<file path="src/rtl/entrega_pkg.sv">
// Shared encodings for the delivery-round sequencer: 3-bit state codes (also the estado_dbg values).
package entrega_pkg;

    localparam logic [2:0] EST_OCIOSO   = 3'd0;
    localparam logic [2:0] EST_PREPARA  = 3'd1;
    localparam logic [2:0] EST_CONTANDO = 3'd2;
    localparam logic [2:0] EST_ALERTA   = 3'd3;
    localparam logic [2:0] EST_PAUSADO  = 3'd4;
    localparam logic [2:0] EST_EXPIROU  = 3'd5;
    localparam logic [2:0] EST_VITORIA  = 3'd6;

    function automatic logic em_contagem(input logic [2:0] estado);
        return (estado == EST_CONTANDO) || (estado == EST_ALERTA);
    endfunction

endpackage

</file>
<file path="src/rtl/gerador_tick.sv">
// Prescaler for the timeout timer: counts 0..TICK_DIV-1 while enabled, tick on the last count.
module gerador_tick #(
    parameter int TICK_DIV = 50000000
) (
    input  logic clock,
    input  logic reset,
    input  logic en,
    input  logic clr,
    output logic tick
);

    localparam int W = (TICK_DIV > 2) ? $clog2(TICK_DIV) : 1;
    localparam logic [W-1:0] ULTIMO = W'(TICK_DIV - 1);

    logic [W-1:0] cnt;

    always_ff @(posedge clock) begin
        if (reset || clr) begin
            cnt <= '0;
        end else if (en) begin
            cnt <= (cnt == ULTIMO) ? '0 : cnt + W'(1);
        end
    end

    assign tick = en && (cnt == ULTIMO);

endmodule

</file>
<file path="src/rtl/entrega_timer_ctrl.sv">
// Delivery-round sequencer: drives contador_max as a timeout timer, counts deliveries.
// Optional pause support is compiled in with `define ENTREGA_PAUSE_EN.
module entrega_timer_ctrl
    import entrega_pkg::*;
#(
    parameter int TICK_DIV = 50000000,
    parameter int N_ENT    = 8,
    parameter int W_ENT    = 4
) (
    input  logic             clock,
    input  logic             reset,
    input  logic             iniciar,
    input  logic             entregou,
    input  logic             pausa,
    input  logic             fim_timer,
    input  logic             meio_timer,
    output logic             conta_timer,
    output logic             zera_timer,
    output logic [W_ENT-1:0] entregas,
    output logic             jogando,
    output logic             alerta,
    output logic             expirou,
    output logic             vitoria,
    output logic [2:0]       estado_dbg
);

    localparam logic [W_ENT-1:0] N_LIM  = W_ENT'(N_ENT);
    localparam logic [W_ENT-1:0] N_ULT  = W_ENT'(N_ENT - 1);

    logic [2:0] estado, estado_prox;
    logic       zera_prox, inc_ent, clr_ent;
    logic       contando, tick, fim_ok, meio_ok;

    assign contando = em_contagem(estado);

    // While the clear pulse is out the timer still shows its old value, so fim/meio are stale.
    assign fim_ok  = fim_timer  && !zera_timer;
    assign meio_ok = meio_timer && !zera_timer;

`ifdef ENTREGA_PAUSE_EN
    logic salvo_alerta;
`else
    logic unused_pausa;
    assign unused_pausa = pausa;
`endif

    always_comb begin
        estado_prox = estado;
        zera_prox   = 1'b0;
        inc_ent     = 1'b0;
        clr_ent     = 1'b0;
        case (estado)
            EST_OCIOSO, EST_EXPIROU, EST_VITORIA: begin
                if (iniciar) begin
                    estado_prox = EST_PREPARA;
                    zera_prox   = 1'b1;
                    clr_ent     = 1'b1;
                end
            end
            EST_PREPARA: estado_prox = EST_CONTANDO;
            EST_CONTANDO, EST_ALERTA: begin
                if (entregou) begin
                    zera_prox   = 1'b1;
                    inc_ent     = 1'b1;
                    estado_prox = (entregas >= N_ULT) ? EST_VITORIA : EST_CONTANDO;
                end else if (fim_ok) begin
                    estado_prox = EST_EXPIROU;
`ifdef ENTREGA_PAUSE_EN
                end else if (pausa) begin
                    estado_prox = EST_PAUSADO;
`endif
                end else if (meio_ok && (estado == EST_CONTANDO)) begin
                    estado_prox = EST_ALERTA;
                end
            end
`ifdef ENTREGA_PAUSE_EN
            EST_PAUSADO: begin
                if (!pausa) begin
                    estado_prox = salvo_alerta ? EST_ALERTA : EST_CONTANDO;
                end
            end
`endif
            default: estado_prox = EST_OCIOSO;
        endcase
    end

    always_ff @(posedge clock) begin
        if (reset) begin
            estado     <= EST_OCIOSO;
            zera_timer <= 1'b0;
            entregas   <= '0;
        end else begin
            estado     <= estado_prox;
            zera_timer <= zera_prox;
            if (clr_ent) begin
                entregas <= '0;
            end else if (inc_ent && (entregas != N_LIM)) begin
                entregas <= entregas + W_ENT'(1);
            end
        end
    end

`ifdef ENTREGA_PAUSE_EN
    always_ff @(posedge clock) begin
        if (reset) begin
            salvo_alerta <= 1'b0;
        end else if (contando && (estado_prox == EST_PAUSADO)) begin
            salvo_alerta <= (estado == EST_ALERTA);
        end
    end
`endif

    // Prescaler restarts on every timer clear so each delivery gets a full first tick period.
    gerador_tick #(
        .TICK_DIV(TICK_DIV)
    ) u_tick (
        .clock(clock),
        .reset(reset),
        .en   (contando),
        .clr  (zera_prox),
        .tick (tick)
    );

    assign conta_timer = tick && !zera_timer;
    assign jogando     = contando || (estado == EST_PAUSADO);
`ifdef ENTREGA_PAUSE_EN
    assign alerta      = (estado == EST_ALERTA) || ((estado == EST_PAUSADO) && salvo_alerta);
`else
    assign alerta      = (estado == EST_ALERTA);
`endif
    assign expirou     = (estado == EST_EXPIROU);
    assign vitoria     = (estado == EST_VITORIA);
    assign estado_dbg  = estado;

endmodule

</file>
<file path="config.mk">
export PLATFORM = sky130hd
export DESIGN_NAME = entrega_timer_ctrl
export DESIGN_NICKNAME = d
export VERILOG_FILES = /design/src/rtl/entrega_pkg.sv /design/src/rtl/gerador_tick.sv /design/src/rtl/entrega_timer_ctrl.sv
export SDC_FILE = /design/constraint.sdc
export NUM_CORES = 1
export LEC_CHECK = 0
export CAP_MARGIN = 15
export CORE_UTILIZATION = 45
export CTS_CLUSTER_DIAMETER = 200
export DETAILED_ROUTE_END_ITERATION = 8
export PLACE_DENSITY = 0.7
export SYNTH_ARGS = -nofsm -noshare
export SYNTH_HDL_FRONTEND = slang
export SYNTH_SLANG_ARGS = --single-unit
</file>
<file path="constraint.sdc">
create_clock -name clock -period 2.35 [get_ports clock]
set_input_delay 0.3525 -clock clock [delete_from_list [all_inputs] [get_ports clock]]
set_output_delay 0.3525 -clock clock [all_outputs]
set_load 0.02 [all_outputs]
</file>
# Yosys cells after proc, flatten, opt, wreduce, memory -nomap -nowiden
# Cells that the tools add are included.
# word_totals
regBits,34
latchBits,0
ram_bits,0
romBits,0
out_inout_bits,13
wordCells,44
memories,0
# op_classes
n_addsub,2
n_mul,0
div,0
order_cmp,1
n_eq_ne,10
shifts,0
muxes,12
bitwise_logic,0
reduce_logical,15
# ops
operator,count
$add A26 B1 Y26 const B,1
$eq A26 B26 Y1 const B,1
$mux W26,1
$mux W3,5
$eq A3 B3 Y1 const B,3
$pmux W3 S3,1
$ne A4 B4 Y1 const B,2
$eq A3 B2 Y1 const B,2
$logic_and A1 B1 Y1,6
$add A4 B1 Y4 const B,1
$ge A4 B3 Y1 const B,1
$mux W1,4
$reduce_or A2 Y1,2
$eq A3 B1 Y1 const B,1
$logic_not A3 Y1,1
$logic_or A1 B1 Y1,3
$reduce_or A3 Y1,1
$ne A2 B2 Y1 const B,1
$pmux W1 S2,1
$reduce_and A2 Y1,1
$logic_not A1 Y1,1

# Logic depth before layout (Yosys ltp)
# depth
ltp_word,7
ltp_mapped,8

# Cells and area by module
# A second synthesis with hierarchy kept.
# hier_totals
hier_cells,223
hier_area_um2,1858.0
# by_module_without_submodules
module,instances,cells_each,area_each_um2,seq_area_each_um2
gerador_tick,1,161,1338.8,520.5
entrega_timer_ctrl,1,62,519.2,160.2

# Worst setup path before layout
# OpenSTA, ideal clock, no wires.
# synth_path
kind,register to output
start,register u_tick.cnt[19]
end,output conta_timer
arrival_time_ns,1.799
setup_slack_ns,0.199
path_stages_with_launch,6
path_buffers,1
cell_sequence,dfxtp_1 -> buf_4 -> or4b_1 -> nor4_4 -> nand2_2 -> nor3_1
# synth_between
elab_chain_cells,3
# synth_rtl
element,line_no,text
start: declaration,gerador_tick.sv:15,logic [W-1:0] cnt;
start signal: assignment,gerador_tick.sv:21,cnt <= (cnt == ULTIMO) ? '0 : cnt + W'(1);
$eq A26 B26 Y1,gerador_tick.sv:25,assign tick = en && (cnt == ULTIMO);
$logic_and A1 B1 Y1,gerador_tick.sv:25,
$logic_and A1 B1 Y1,entrega_timer_ctrl.sv:124,assign conta_timer = tick && !zera_timer;
end: declaration,entrega_timer_ctrl.sv:17,"output logic conta_timer,"
# Every way passes these cells.

# Worst setup path in the final report
# layout_path
start,register u_tick.cnt[24]
end,output conta_timer
# The elaborated chain is that of the path after synthesis.

==> run_results.csv <==
group,metric,value,unit
die,fp.dieArea,0.00424,sq mm
timing,period_minus_slack,2260,ps
routing,wl,3.72,mm
layout,final_nets,258,
logic_synthesis,yosys.area.top_type,"dfxtp_1",
layout,final_cell_mix,"36 x nor2_1, 34 x dfxtp_1, 21 x xor2_1, 21 x buf_4, 17 x clkdlybuf4s50_1",
place,pre_cts_ws,-62.9,ps
logic_synthesis,async_reset_ff_share,0,%
setup_path,crit_fanout,2,
logic_synthesis,ys_ff_latch,34,
die,die_height,65.1,um
setup_path,startpoint_type,"register",
layout,drive_gt1_share,16.1,%
place,gp_routability_congestion,0.862,
logic_synthesis,syn_area,0.00179,sq mm
layout,num-fill-cells,357,
routing,post_drt_wl_per_cell,12.5,um
timing,drv_slew,0,
grt,globalRoute.totalOverflow,0,
run_status,status,"completed",
timing,fin_hold_ws,514,ps
place,hpwlAfterDp,2.77,mm
logic_synthesis,syn_nets,220,
logic_synthesis,yosysSeqAreaShare,37.9,%
logic_synthesis,synth_flop_cell,"dfxtp_1",
routing,viasPerCell,5.40,
timing,rsz0062_at_grt,"no",
setup_path,path_class,"reg -> out",
logic_synthesis,syn_inst,210,
grt,grt_pass1_vias,1486,
grt,antenna_found_initial,0,
place,io_buffers,18,
layout,insertedDiodeCount,0,
routing,drtAntennaViolNets,0,
layout,final_common_cell,"nor2_1",
timing,setup_viol,0,
pwr,p_leak,0.825,nW
grt,grt_max_degree,16,
logic_synthesis,ys_warn_count,0,
pwr,ir_worst_vdd,0.250,mV
routing,initialDrtViolationCount,65,
clocking,htreeDepth,2,
setup_path,cp.required,2000,ps
logic_synthesis,netlist.area_leader.share,37.9,%
die,fp-row-count,22,
worst_hold_path,min_path_type,"reg -> reg",
timing,finalHoldViolations,0,
logic_synthesis,syn_avg_cell_area,8.54,sq um
clocking,ctsHoldBuffers,0,
timing,relSlewSlack,60.6,%
grt,grt_pass1_wl,6.53,mm
grt,track_usage,20.1,%
timing,tns,0,ps
pwr,fin_total_pwr,1.26,mW
timing,min_period_over_period,96.2,%
run,max_cap_viol_count,0,
logic_synthesis,synth-edff-count,0,
clocking,cts_buffers,5,
place,place_inst,289,
clocking,cts-root-buf,"clkbuf_8",
die,dieWidth,65.1,um
clocking,clock_path_buffers,2,
logic_synthesis,yosys-top-cells-area,"dfxtp_1 38%, xor2_1 10%, nor2_1 7.5%, nand4_1 4.2%, a21oi_1 3.3%",
clocking,clkSinkCount,34,
timing,tightest_slew,587,ps
routing,drc,0,
layout,stdcell_count,297,
pwr,power.density,566,mW/mm^2
setup_path,critPathCaptureType,"output port",
logic_synthesis,ys_types,45,
die,start_util,47.9,%
timing,skew,10.8,ps
setup_path,arrival,1910,ps
timing,fmax,0.442,GHz
layout,area_delta_synth_final,24.0,%
clocking,worstSkewPairLatency,290,ps
clocking,tritoncts,"done",
timing,setup_ws,88.5,ps
die,coreArea,0.00374,sq mm
clocking,clk_pin_slew,70,ps
routing,dr.pass1.iters,4,
routing,vias,1603,
die,ios,20,
[per-layer routing]
metal | track usage (%) | up-vias | part of all wire, %
li1 | - | 816 | -
met1 | 27.0 | 743 | 48
met2 | 30.7 | 38 | 45
met5 | 0 | - | 0
met4 | 8.15 | 0 | 1.9
met3 | 5.21 | 6 | 5.0
[Yosys cell counts (2+ instances only)]
master	instances
nor2_1	36
dfxtp_1	34
xor2_1	21
a21oi_1	12
nand4_1	12
nand3_1	10
inv_1	9
nand2_1	8
o21ai_0	8
xnor2_1	5
and3_1	4
nor3_1	4
clkbuf_1	3
ha_1	3
a211oi_1	2
and2_1	2
and4_1	2
and4_2	2
buf_4	2
buf_6	2
nand2b_1	2
nand3b_1	2
nand4b_1	2
nor4_2	2
[cell type report]
type,instances,area [sq um],area share (%)
multi-input combinational,159,1030,46.1
tap,48,60.1,2.70
clock inverter,1,5.00,0.225
timing repair buffer,39,333,15.0
clock buffer,7,86.3,3.88
sequential,34,681,30.6
inverter,9,33.8,1.52
[logic make-up after synthesis]
| group | Yosys count | share of synthesized area (%) |
|---|---|---|
| muxes | 1 | 0.558 |
| AOI/OAI and AO/OA | 28 | 9.76 |
| DFF | 34 | 37.9 |
| and+or+nand+nor | 101 | 32.1 |
| buffers and inverters | 17 | 4.88 |
| adders and majority gates | 3 | 2.09 |
| xor gates and xnor gates | 26 | 12.7 |
[worst max-delay path, cell delays in order, from the launching register on]
cell and delay, ps:
dfxtp_1 320, or4b_4 540, nor4_4 290, nand2_2 90, nor3_1 170, buf_2 200
[state kept, by name (all words and copies together) (netlist names)]
name,flops
entregas,4
zera_timer,1
estado_dbg,3
u_tick.cnt,26
[per-stage QoR]
stage | utilization, % | area (sq um)
detailed placement | 57.1 | 2140
global route | 59.4 | 2220
finish | 59.4 | 2220
CTS | 59.4 | 2220
global placement | 57.1 | 2140
floorplan | - | 1790
[what timing repair did]
item	in CTS	in global routing
buffers inserted	0	0
gates resized for setup	5	0
setup endpoints to repair	1	0
[path summary, 6_finish.rpt]
kind                   from             end  slack (ps)  cells after the start
min           u_tick.cnt[1]   u_tick.cnt[1]         510                      2
max reg2reg  u_tick.cnt[24]  u_tick.cnt[17]         380                      6
max          u_tick.cnt[24]     conta_timer          90                      5
min reg2reg   u_tick.cnt[1]   u_tick.cnt[1]         510                      2
[power by group]
| group | switching (mW) | internal, mW | total [mW] |
|---|---|---|---|
| Clock | 0.205 | 0.236 | 0.441 |
| Combinational | 0.118 | 0.0926 | 0.210 |
| Sequential | 0.0179 | 0.589 | 0.607 |
No activity file was read; power rests on OpenSTA's default activity.
